===== config.mk =====
export PLATFORM = sky130hd
export DESIGN_NAME = sensor_request_conditioner
export DESIGN_NICKNAME = d
export VERILOG_FILES = /design/src/rtl/sensor_request_conditioner.sv
export SDC_FILE = /design/constraint.sdc
export NUM_CORES = 1
export LEC_CHECK = 0
export CAP_MARGIN = 20
export CORE_ASPECT_RATIO = 0.7
export CORE_MARGIN = 2
export CORE_UTILIZATION = 40
export CTS_CLUSTER_SIZE = 40
export DETAILED_ROUTE_END_ITERATION = 10
export GPL_ROUTABILITY_DRIVEN = 0
export PLACE_DENSITY = 0.69
export RECOVER_POWER = 25
export REMOVE_ABC_BUFFERS = 1
export SETUP_SLACK_MARGIN = 0.5
export SYNTH_ARGS = -nofsm -noshare
export SYNTH_HDL_FRONTEND = slang
export SYNTH_SLANG_ARGS = --single-unit

===== constraint.sdc =====
create_clock -name clk -period 5.29 [get_ports clk]
set_input_delay 0.7935 -clock clk [delete_from_list [all_inputs] [get_ports clk]]
set_output_delay 0.7935 -clock clk [all_outputs]
set_load 0.01 [all_outputs]

===== src/rtl/sensor_request_conditioner.sv =====
// Conditions raw pedestrian buttons and lane loop sensors into sticky request bits
// for the intersection controller, plus per-crosswalk wait counters.
module sensor_request_conditioner #(
  parameter int DEBOUNCE_CYCLES = 16,
  parameter int PRESENCE_CYCLES = 8,
  parameter int WAIT_W          = 8
) (
  input  logic              clk,
  input  logic              reset,
  input  logic              straight_street_pedestrian_button,
  input  logic              cross_street_pedestrian_button,
  input  logic              straight_street_straight_lane_car_sensor,
  input  logic              straight_street_turn_lane_car_sensor,
  input  logic              cross_street_straight_lane_car_sensor,
  input  logic              cross_street_turn_lane_car_sensor,
  input  logic [5:0]        served,
  output logic [5:0]        request,
  output logic [WAIT_W-1:0] straight_street_wait,
  output logic [WAIT_W-1:0] cross_street_wait
);

  localparam int NUM_IN  = 6;
  localparam int NUM_CAR = 4;
  localparam int SS_PED  = 5;
  localparam int CS_PED  = 4;

  localparam logic [7:0]        DEB_LAST = 8'(DEBOUNCE_CYCLES - 1);
  localparam logic [7:0]        PC_LAST  = 8'(PRESENCE_CYCLES - 1);
  localparam logic [7:0]        PC_FULL  = 8'(PRESENCE_CYCLES);
  localparam logic [WAIT_W-1:0] WAIT_MAX = {WAIT_W{1'b1}};

  logic [NUM_IN-1:0]  w_raw;
  logic [NUM_IN-1:0]  r_s1;
  logic [NUM_IN-1:0]  r_s2;
  logic [NUM_IN-1:0]  r_deb;
  logic [7:0]         r_deb_cnt [NUM_IN];
  logic [1:0]         r_ped_deb_q;
  logic [1:0]         w_ped_rise;
  logic [7:0]         r_pc [NUM_CAR];
  logic [NUM_CAR-1:0] w_car_qual;
  logic [NUM_IN-1:0]  r_req;
  logic [WAIT_W-1:0]  r_ss_wait;
  logic [WAIT_W-1:0]  r_cs_wait;

  // Packed in the same bit order as served/request.
  assign w_raw = {straight_street_pedestrian_button,
                  cross_street_pedestrian_button,
                  straight_street_straight_lane_car_sensor,
                  straight_street_turn_lane_car_sensor,
                  cross_street_straight_lane_car_sensor,
                  cross_street_turn_lane_car_sensor};

  always_ff @(posedge clk) begin
    if (reset) begin
      r_s1 <= '0;
      r_s2 <= '0;
    end else begin
      r_s1 <= w_raw;
      r_s2 <= r_s1;
    end
  end

  always_ff @(posedge clk) begin
    if (reset) begin
      r_deb <= '0;
      for (int i = 0; i < NUM_IN; i++) begin
        r_deb_cnt[i] <= '0;
      end
    end else begin
      for (int i = 0; i < NUM_IN; i++) begin
        if (r_s2[i] == r_deb[i]) begin
          r_deb_cnt[i] <= '0;
        end else if (r_deb_cnt[i] == DEB_LAST) begin
          r_deb[i]     <= r_s2[i];
          r_deb_cnt[i] <= '0;
        end else begin
          r_deb_cnt[i] <= r_deb_cnt[i] + 8'd1;
        end
      end
    end
  end

  // Previous debounced level of the two buttons, for press edge detection.
  always_ff @(posedge clk) begin
    if (reset) begin
      r_ped_deb_q <= '0;
    end else begin
      r_ped_deb_q <= r_deb[SS_PED:CS_PED];
    end
  end

  assign w_ped_rise = r_deb[SS_PED:CS_PED] & ~r_ped_deb_q;

  always_ff @(posedge clk) begin
    if (reset) begin
      for (int i = 0; i < NUM_CAR; i++) begin
        r_pc[i] <= '0;
      end
    end else begin
      for (int i = 0; i < NUM_CAR; i++) begin
        if (served[i] || !r_deb[i]) begin
          r_pc[i] <= '0;
        end else if (r_pc[i] < PC_FULL) begin
          r_pc[i] <= r_pc[i] + 8'd1;
        end
      end
    end
  end

  always_comb begin
    w_car_qual = '0;
    for (int i = 0; i < NUM_CAR; i++) begin
      w_car_qual[i] = r_deb[i] && (r_pc[i] == PC_LAST);
    end
  end

  // Buttons: a new press beats a same-edge serve. Cars: the serve wins.
  always_ff @(posedge clk) begin
    if (reset) begin
      r_req <= '0;
    end else begin
      for (int j = 0; j < 2; j++) begin
        if (w_ped_rise[j]) begin
          r_req[CS_PED+j] <= 1'b1;
        end else if (served[CS_PED+j]) begin
          r_req[CS_PED+j] <= 1'b0;
        end
      end
      for (int i = 0; i < NUM_CAR; i++) begin
        if (served[i]) begin
          r_req[i] <= 1'b0;
        end else if (w_car_qual[i]) begin
          r_req[i] <= 1'b1;
        end
      end
    end
  end

  always_ff @(posedge clk) begin
    if (reset) begin
      r_ss_wait <= '0;
    end else if (w_ped_rise[1] || served[SS_PED]) begin
      r_ss_wait <= '0;
    end else if (r_req[SS_PED] && (r_ss_wait != WAIT_MAX)) begin
      r_ss_wait <= r_ss_wait + 1'b1;
    end
  end

  always_ff @(posedge clk) begin
    if (reset) begin
      r_cs_wait <= '0;
    end else if (w_ped_rise[0] || served[CS_PED]) begin
      r_cs_wait <= '0;
    end else if (r_req[CS_PED] && (r_cs_wait != WAIT_MAX)) begin
      r_cs_wait <= r_cs_wait + 1'b1;
    end
  end

  assign request              = r_req;
  assign straight_street_wait = r_ss_wait;
  assign cross_street_wait    = r_cs_wait;

endmodule


==> PnR_summary.wiki, run 1 <==
{| class="wikitable"
! Metric !! Value
|-
| Post-synthesis to final-layout area growth || 26.4%
|-
| Total core area || 13100 um^2
|-
| Part of the cycle the worst path needs || 56.9%
|-
| Count of buffer and inverter cells on the critical path || 2
|-
| Multiplexer share of the synthesized area || 0.942%
|-
| Peak supply drop || 0.233 mV
|-
| Count of warnings emitted by yosys || 0
|-
| Largest family of logic cells by synthesized area || simple AND/OR/NAND/NOR gates
|-
| Largest net degree at the start of global routing || 20
|-
| Post-synthesis cell count || 469
|-
| Count of port buffers added during placement || 35
|-
| Sequential Area || 3240 um^2
|-
| Cell row count || 35
|-
| Total number of vias || 3533
|-
| Number of fill cells || 1135
|-
| Grt ovf || 0
|-
| Setup TNS || 0 ns
|-
| Mapped Area || 5310 um^2
|-
| Category of the worst setup path launch point || input pin
|-
| Die W || 142 um
|-
| Cell family with the largest share of critical-path delay || buffers and inverters
|-
| Crit path arrival time || 3.05 ns
|-
| Vias in the first global route || 3456
|-
| NetSw || 470 uW
|-
| Post-CTS Hold Fix Bufs || 0
|-
| F_max || 0.332 GHz
|-
| Starting DRC count in detailed routing || 151
|-
| Clock Sinks || 122
|-
| Initial antenna violation count || 0
|-
| Crit path capture type || register
|-
| Cell internal power dissipation || 1.87 mW
|-
| Clock insertion delay at the later pin of the skew report || 0.41 ns
|-
| Worst path max stage delay || 0.95 ns
|-
| Classification of the worst-slack hold path || register to register
|-
| CTS H-tree depth || 4
|-
| Minimum setup slack in the final design || 2.28 ns
|-
| Root buf cell || clkbuf_16
|-
| Classification of the worst setup path || input pin to register
|-
| Post-synthesis share of cell area spent on full adders, half adders and majority gates || 2.83%
|-
| Via density per instance || 4.66
|-
| Count of buffers added by post-CTS timing repair for setup || 0
|-
| Setup skew after layout || 0.00706 ns
|-
| CTS tree || yes
|-
| Number of cells upsized or downsized after cts || 0
|-
| Final count of negative-setup-slack endpoints || 0
|-
| Number of max-cap violations || 0
|-
| TritonCTS Buffers || 17
|-
| All-Layer GR Usage || 13.4%
|-
| First-pass GRT wire length || 15100 um
|-
| Final routed wirelength across all metal layers || 8740 um
|-
| Cell with the largest stage delay on the worst path || dlygate4sd3_1
|-
| Effective utilization at floorplan || 40.7%
|-
| Number of nets in the final layout || 605
|-
| Detailed Place HPWL || 5960 um
|-
| Setup slack at placement || 2.37 ns
|-
| Synthesized-area fraction occupied by xor and xnor cells || 8.90%
|-
| Number of buffers on the longest clock path || 2
|-
| Final period demand of the worst path || 3.01 ns
|-
| Area of combinational cells with multiple inputs || 2240 um^2
|-
| Leakage Power || 2.49 nW
|-
| WP data required || 5.33 ns
|-
| Critical path fanouts, max || 19
|-
| Diodes inserted || 0
|-
| Drt first pass iters || 4
|-
| Share of synthesized cell area in and, or, nand and nor gates || 20.8%
|-
| I/O pin total || 36
|-
| Clock transition at path regs || 0.05 ns
|-
| Post-synthesis sequential area ratio || 61.0%
|-
| Slew Limit Headroom || 44.7%
|-
| Routed wire per std cell || 11.5 um
|-
| Ordered cell list for the critical path || dlygate4sd3_1 -> clkbuf_1 -> nor2_1 -> o211ai_1
|-
| DRC Markers || 0
|-
| Setup repair after global routing missed its margin || no
|-
| Fraction of final layout cells with drive strength greater than 1 || 6.59%
|-
| Synth unique cells || 35
|-
| Outcome || completed
|-
| Area of the die || 14200 um^2
|-
| Net Sw Frac || 20.1%
|-
| Transition time at the pin with the least slew margin || 0.829 ns
|-
| Synth Area in Compound Gates || 4.24%
|-
| Share of total power in the clock network || 52.2%
|-
| Pwr/cell area || 348 nW/um^2
|-
| Power share of the combinational group || 2.5%
|-
| Number of max-slew violations in the final report || 0
|-
| Util after Layout || 51.4%
|-
| Final-report hold violation count || 0
|-
| Proportion of power drawn by flip-flops and latches || 45.3%
|-
| Die Span Y || 100 um
|-
| Post-synthesis register bit count || 122
|-
| Synth Area per Inst || 11.3 um^2
|-
| Remaining number of nets flagged by the antenna check after routing || 0
|}
-- layer usage --
| metal | wire length, um | global-route usage, % | vias up |
|---|---|---|---|
| li1 | - | - | 1839 |
| met1 | 4390 | 17.0 | 1632 |
| met2 | 3950 | 21.3 | 50 |
| met3 | 301 | 4.53 | 12 |
| met4 | 97 | 5.54 | 0 |
| met5 | 0 | 0 | - |
-- through the flow --
stage	total power, mW	instances	instance area [um^2]	hold WS [ns]
after floorplan	1.11	524	5520	0.414
after global placement	1.13	726	6080	0.418
after detailed placement	1.14	726	6080	0.429
after CTS	2.36	758	6720	0.440
after global routing	2.42	758	6710	0.447
final	2.34	758	6710	0.436
-- placed cells by master (no fill, tap or decap), types with 4 or more instances in the layout --
| master | n |
|---|---|
| nand3_1 | 30 |
| xor2_1 | 22 |
| clkinvlp_4 | 4 |
| xnor2_1 | 32 |
| nor4_1 | 8 |
| o211ai_1 | 5 |
| nand2_1 | 36 |
| ha_1 | 12 |
| a211oi_1 | 4 |
| and3_1 | 17 |
| a21oi_1 | 11 |
| nor3_1 | 7 |
| mux2i_1 | 5 |
| dfxtp_1 | 42 |
| clkbuf_16 | 17 |
| nor2_1 | 86 |
| edfxtp_1 | 80 |
| nand4_1 | 8 |
| nor2b_1 | 17 |
| inv_1 | 8 |
| clkdlybuf4s50_1 | 33 |
| bufinv_16 | 4 |
| o21ai_0 | 4 |
| conb_1 | 64 |
-- cell families after synthesis --
logic type,after synthesis
xor gates and xnor gates,54
and+or+nand+nor,228
buffers and inverters,15
DFF,122
other,2
AOI/OAI and AO/OA,31
adders and majority gates,12
muxes,5
-- power by group through the flow --
stage               registers (mW)  logic [mW]  clock network (mW)
finish                        1.06      0.0582                1.22
global route                  1.06      0.0679                1.29
CTS                           1.06      0.0581                1.24
detailed placement            1.08      0.0570                   0
global placement              1.08      0.0566                   0
floorplan                     1.07      0.0366                   0
-- cell usage after synthesis, drive strengths merged --
cell	count	area, um^2
o21ai	6	37.5
nand2	36	135
buf	1	5.00
nor4	8	50.1
a2111oi	1	27.5
or3	5	41.3
nor2b	17	106
nor3	7	35.0
ha	12	150
a21oi	11	55.1
nand3	30	150
clkbuf	6	22.5
nor2	86	323
nand2b	3	18.8
and2	3	18.8
o41ai	1	8.76
and4	3	26.3
conb	2	7.51
a32o	1	10.0
nand4	8	50.1
mux2i	5	50.1
or4	5	45.0
edfxtp	80	2400
a311oi	1	8.76
xnor2	32	280
o211ai	5	37.5
dfxtp	42	841
inv	8	30.0
a211oi	4	30.0
xor2	22	193
a41o	1	10.0
and3	17	106
-- sequential cells by signal (all words and copies together), names as in the netlist --
register              cells
r_ped_deb_q               2
r_deb_cnt                48
r_pc                     32
cross_street_wait         8
request                   6
r_s2                      6
r_s1                      6
r_deb                     6
straight_street_wait      8
-- worst paths after layout --
path,slack (ns),cells past startpoint,from,end
max,2.28,4,reset,r_pc[0][2]
min,0.44,1,r_s1[5],r_s2[5]
max reg2reg,3.37,2,r_pc[3][5],r_pc[3][2]
min reg2reg,0.44,1,r_s1[5],r_s2[5]
-- layout make-up --
type | instances | share of cell area (%)
well taps | 166 | 3.09
flip-flops and latches | 122 | 48.3
repair buffers | 36 | 5.27
clock inverters | 14 | 2.91
inverters | 8 | 0.447
clock buffers | 18 | 6.54
multi-input cells | 394 | 33.4
-- worst reg2reg max path: cells and delay by family, from the launching register on --
kind            cells  cell delay, ns
simple gates        1            0.56
flops               1            0.36
compound gates      1            0.63
Note: power is estimated with default switching activity, not from simulation.
==> inputs of run 2 (changes only) <==
==> constraint.sdc (replaced) <==
create_clock -name clk -period 3.15 [get_ports clk]
set_input_delay 0.4725 -clock clk [delete_from_list [all_inputs] [get_ports clk]]
set_output_delay 0.4725 -clock clk [all_outputs]
set_load 0.01 [all_outputs]
==> run 2 against run 1 <==
Against the previous run:
- clock power up 70%
- register-to-register slack got worse by 2.2 ns
- wire length is 4.4% higher
- worst setup slack worse by 1.3 ns
- critical path type unchanged
- die area unchanged
- via count unchanged
- critical path depth grew 1
- global-route usage increased by 1.0 points
==> PnR_summary.wiki, run 2 (synthesized netlist as in run 1, its figures left out) <==
{| class="wikitable"
! Metric !! Value
|-
| Finished Cell Area || 6720 um^2
|-
| Count of buffers added by post-CTS timing repair for setup || 0
|-
| Transition time at the pin with the least slew margin || 0.774 ns
|-
| WP data required || 3.30 ns
|-
| Number of buffers on the longest clock path || 2
|-
| Setup slack at placement || 0.887 ns
|-
| Number of nets in the final layout || 606
|-
| First-pass GRT wire length || 16000 um
|-
| Remaining number of nets flagged by the antenna check after routing || 0
|-
| Fraction of final layout cells with drive strength greater than 1 || 5.90%
|-
| Met2 track utilization from global routing || 22.1%
|-
| Initial antenna violation count || 0
|-
| Crit path capture type || register
|-
| Area of the die || 14200 um^2
|-
| Highest-count cells in the layout ignoring fill and taps || nor2_1 (86), edfxtp_1 (80), conb_1 (64)
|-
| Detailed Place HPWL || 6480 um
|-
| Setup TNS || 0 ns
|-
| Classification of the worst setup path || input pin to register
|-
| Number of max-cap violations || 0
|-
| Effective utilization at floorplan || 40.7%
|-
| Final count of negative-setup-slack endpoints || 0
|-
| Clock transition at path regs || 0.05 ns
|-
| CTS tree || yes
|-
| Largest Register || r_deb_cnt
|-
| Cell row count || 35
|-
| Classification of the worst-slack hold path || register to register
|-
| Peak supply drop || 0.399 mV
|-
| Peak-usage layer in the global routing report || met2
|-
| Count of port buffers added during placement || 35
|-
| Category of the worst setup path launch point || input pin
|-
| Starting DRC count in detailed routing || 128
|-
| Largest net degree at the start of global routing || 17
|-
| Clock Sinks || 122
|-
| Slew Limit Headroom || 48.2%
|-
| Drt first pass iters || 5
|-
| Outcome || completed
|-
| Leakage Power || 2.49 nW
|-
| Setup repair after global routing missed its margin || no
|-
| Critical path fanouts, max || 15
|-
| Post-CTS Hold Fix Bufs || 0
|-
| Most common cell after layout, fill and taps aside || nor2_1
|-
| Total core area || 13100 um^2
|-
| Root buf cell || clkbuf_16
|-
| Number of cells upsized or downsized after cts || 0
|-
| TritonCTS Buffers || 17
|-
| I/O pin total || 36
|-
| Final-report hold violation count || 0
|-
| Die Span Y || 100 um
|-
| Global-route met1 utilization || 18.9%
|-
| Sequential Area || 3240 um^2
|-
| Vias in the first global route || 3494
|-
| Post-synthesis to final-layout area growth || 26.4%
|-
| Final routed wirelength across all metal layers || 9120 um
|-
| Clock insertion delay at the later pin of the skew report || 0.41 ns
|-
| Minimum setup slack in the final design || 1.01 ns
|-
| Grt ovf || 0
|-
| Crit path arrival time || 2.29 ns
|-
| Number of fill cells || 1151
|-
| Via density per instance || 4.65
|-
| Post-DP Area || 6090 um^2
|-
| Total number of vias || 3533
|-
| F_max || 0.467 GHz
|-
| Flip-flop count of the largest register after layout || 48
|-
| All-Layer GR Usage || 14.5%
|-
| Top flop regs || r_deb_cnt x48, r_pc x32
|-
| Area of combinational cells with multiple inputs || 2240 um^2
|-
| Diodes inserted || 0
|-
| Final period demand of the worst path || 2.14 ns
|-
| Number of max-slew violations in the final report || 0
|-
| Pwr/cell area || 588 nW/um^2
|-
| Setup skew after layout || 0.00776 ns
|-
| CTS H-tree depth || 4
|-
| Part of the cycle the worst path needs || 68.0%
|-
| DRC Markers || 0
|-
| Die W || 142 um
|-
| Routed wire per std cell || 12.0 um
|-
| Met3 routing resource usage after global routing || 5.44%
|}
==> run 2: path summary, 6_finish.rpt <==
kind	endpoint	depth (start not counted)	startpoint	slack, ns
min	r_s2[0]	1	r_s1[0]	0.44
max	r_deb_cnt[3][4]	5	reset	1.01
max reg2reg	r_pc[1][3]	2	r_pc[1][6]	1.22
min reg2reg	r_s2[0]	1	r_s1[0]	0.44
==> run 2: report_power, final <==
part	internal [mW]	leakage, nW	switching [mW]
Clock	1.39	0.298	0.681
Combinational	0.0450	0.989	0.0545
Sequential	1.75	1.20	0.0325
==> run 2: metrics by stage <==
stage | std cells | power (mW) | hold slack (ns) | utilization (%)
after floorplan | 524 | 1.86 | 0.414 | -
after global placement | 727 | 1.91 | 0.417 | 46.7
after detailed placement | 727 | 1.91 | 0.424 | 46.7
after CTS | 759 | 3.99 | 0.441 | 51.5
after global routing | 759 | 4.08 | 0.456 | 51.5
final | 759 | 3.95 | 0.436 | 51.5
==> run 2: critical path, stage by stage <==
cell and delay, ns:
dlygate4sd3_1 0.85, clkbuf_1 0.51, nor2_1 0.14, nand2_1 0.22, nor2_1 0.09
==> run 2: final cells by class <==
cell class,instances,area share [%]
Timing Repair Buffer,37,5.33
Sequential cell,122,48.3
Clock inverter,14,3.02
Inverter,8,0.447
Multi-Input combinational cell,394,33.4
Tap cell,166,3.09
Clock buffer,18,6.39
==> run 2: layer usage <==
metal | wire (um) | up-vias
li1 | - | 1828
met1 | 4580 | 1644
met2 | 4070 | 46
met3 | 361 | 15
met4 | 116 | 0
met5 | 0 | -
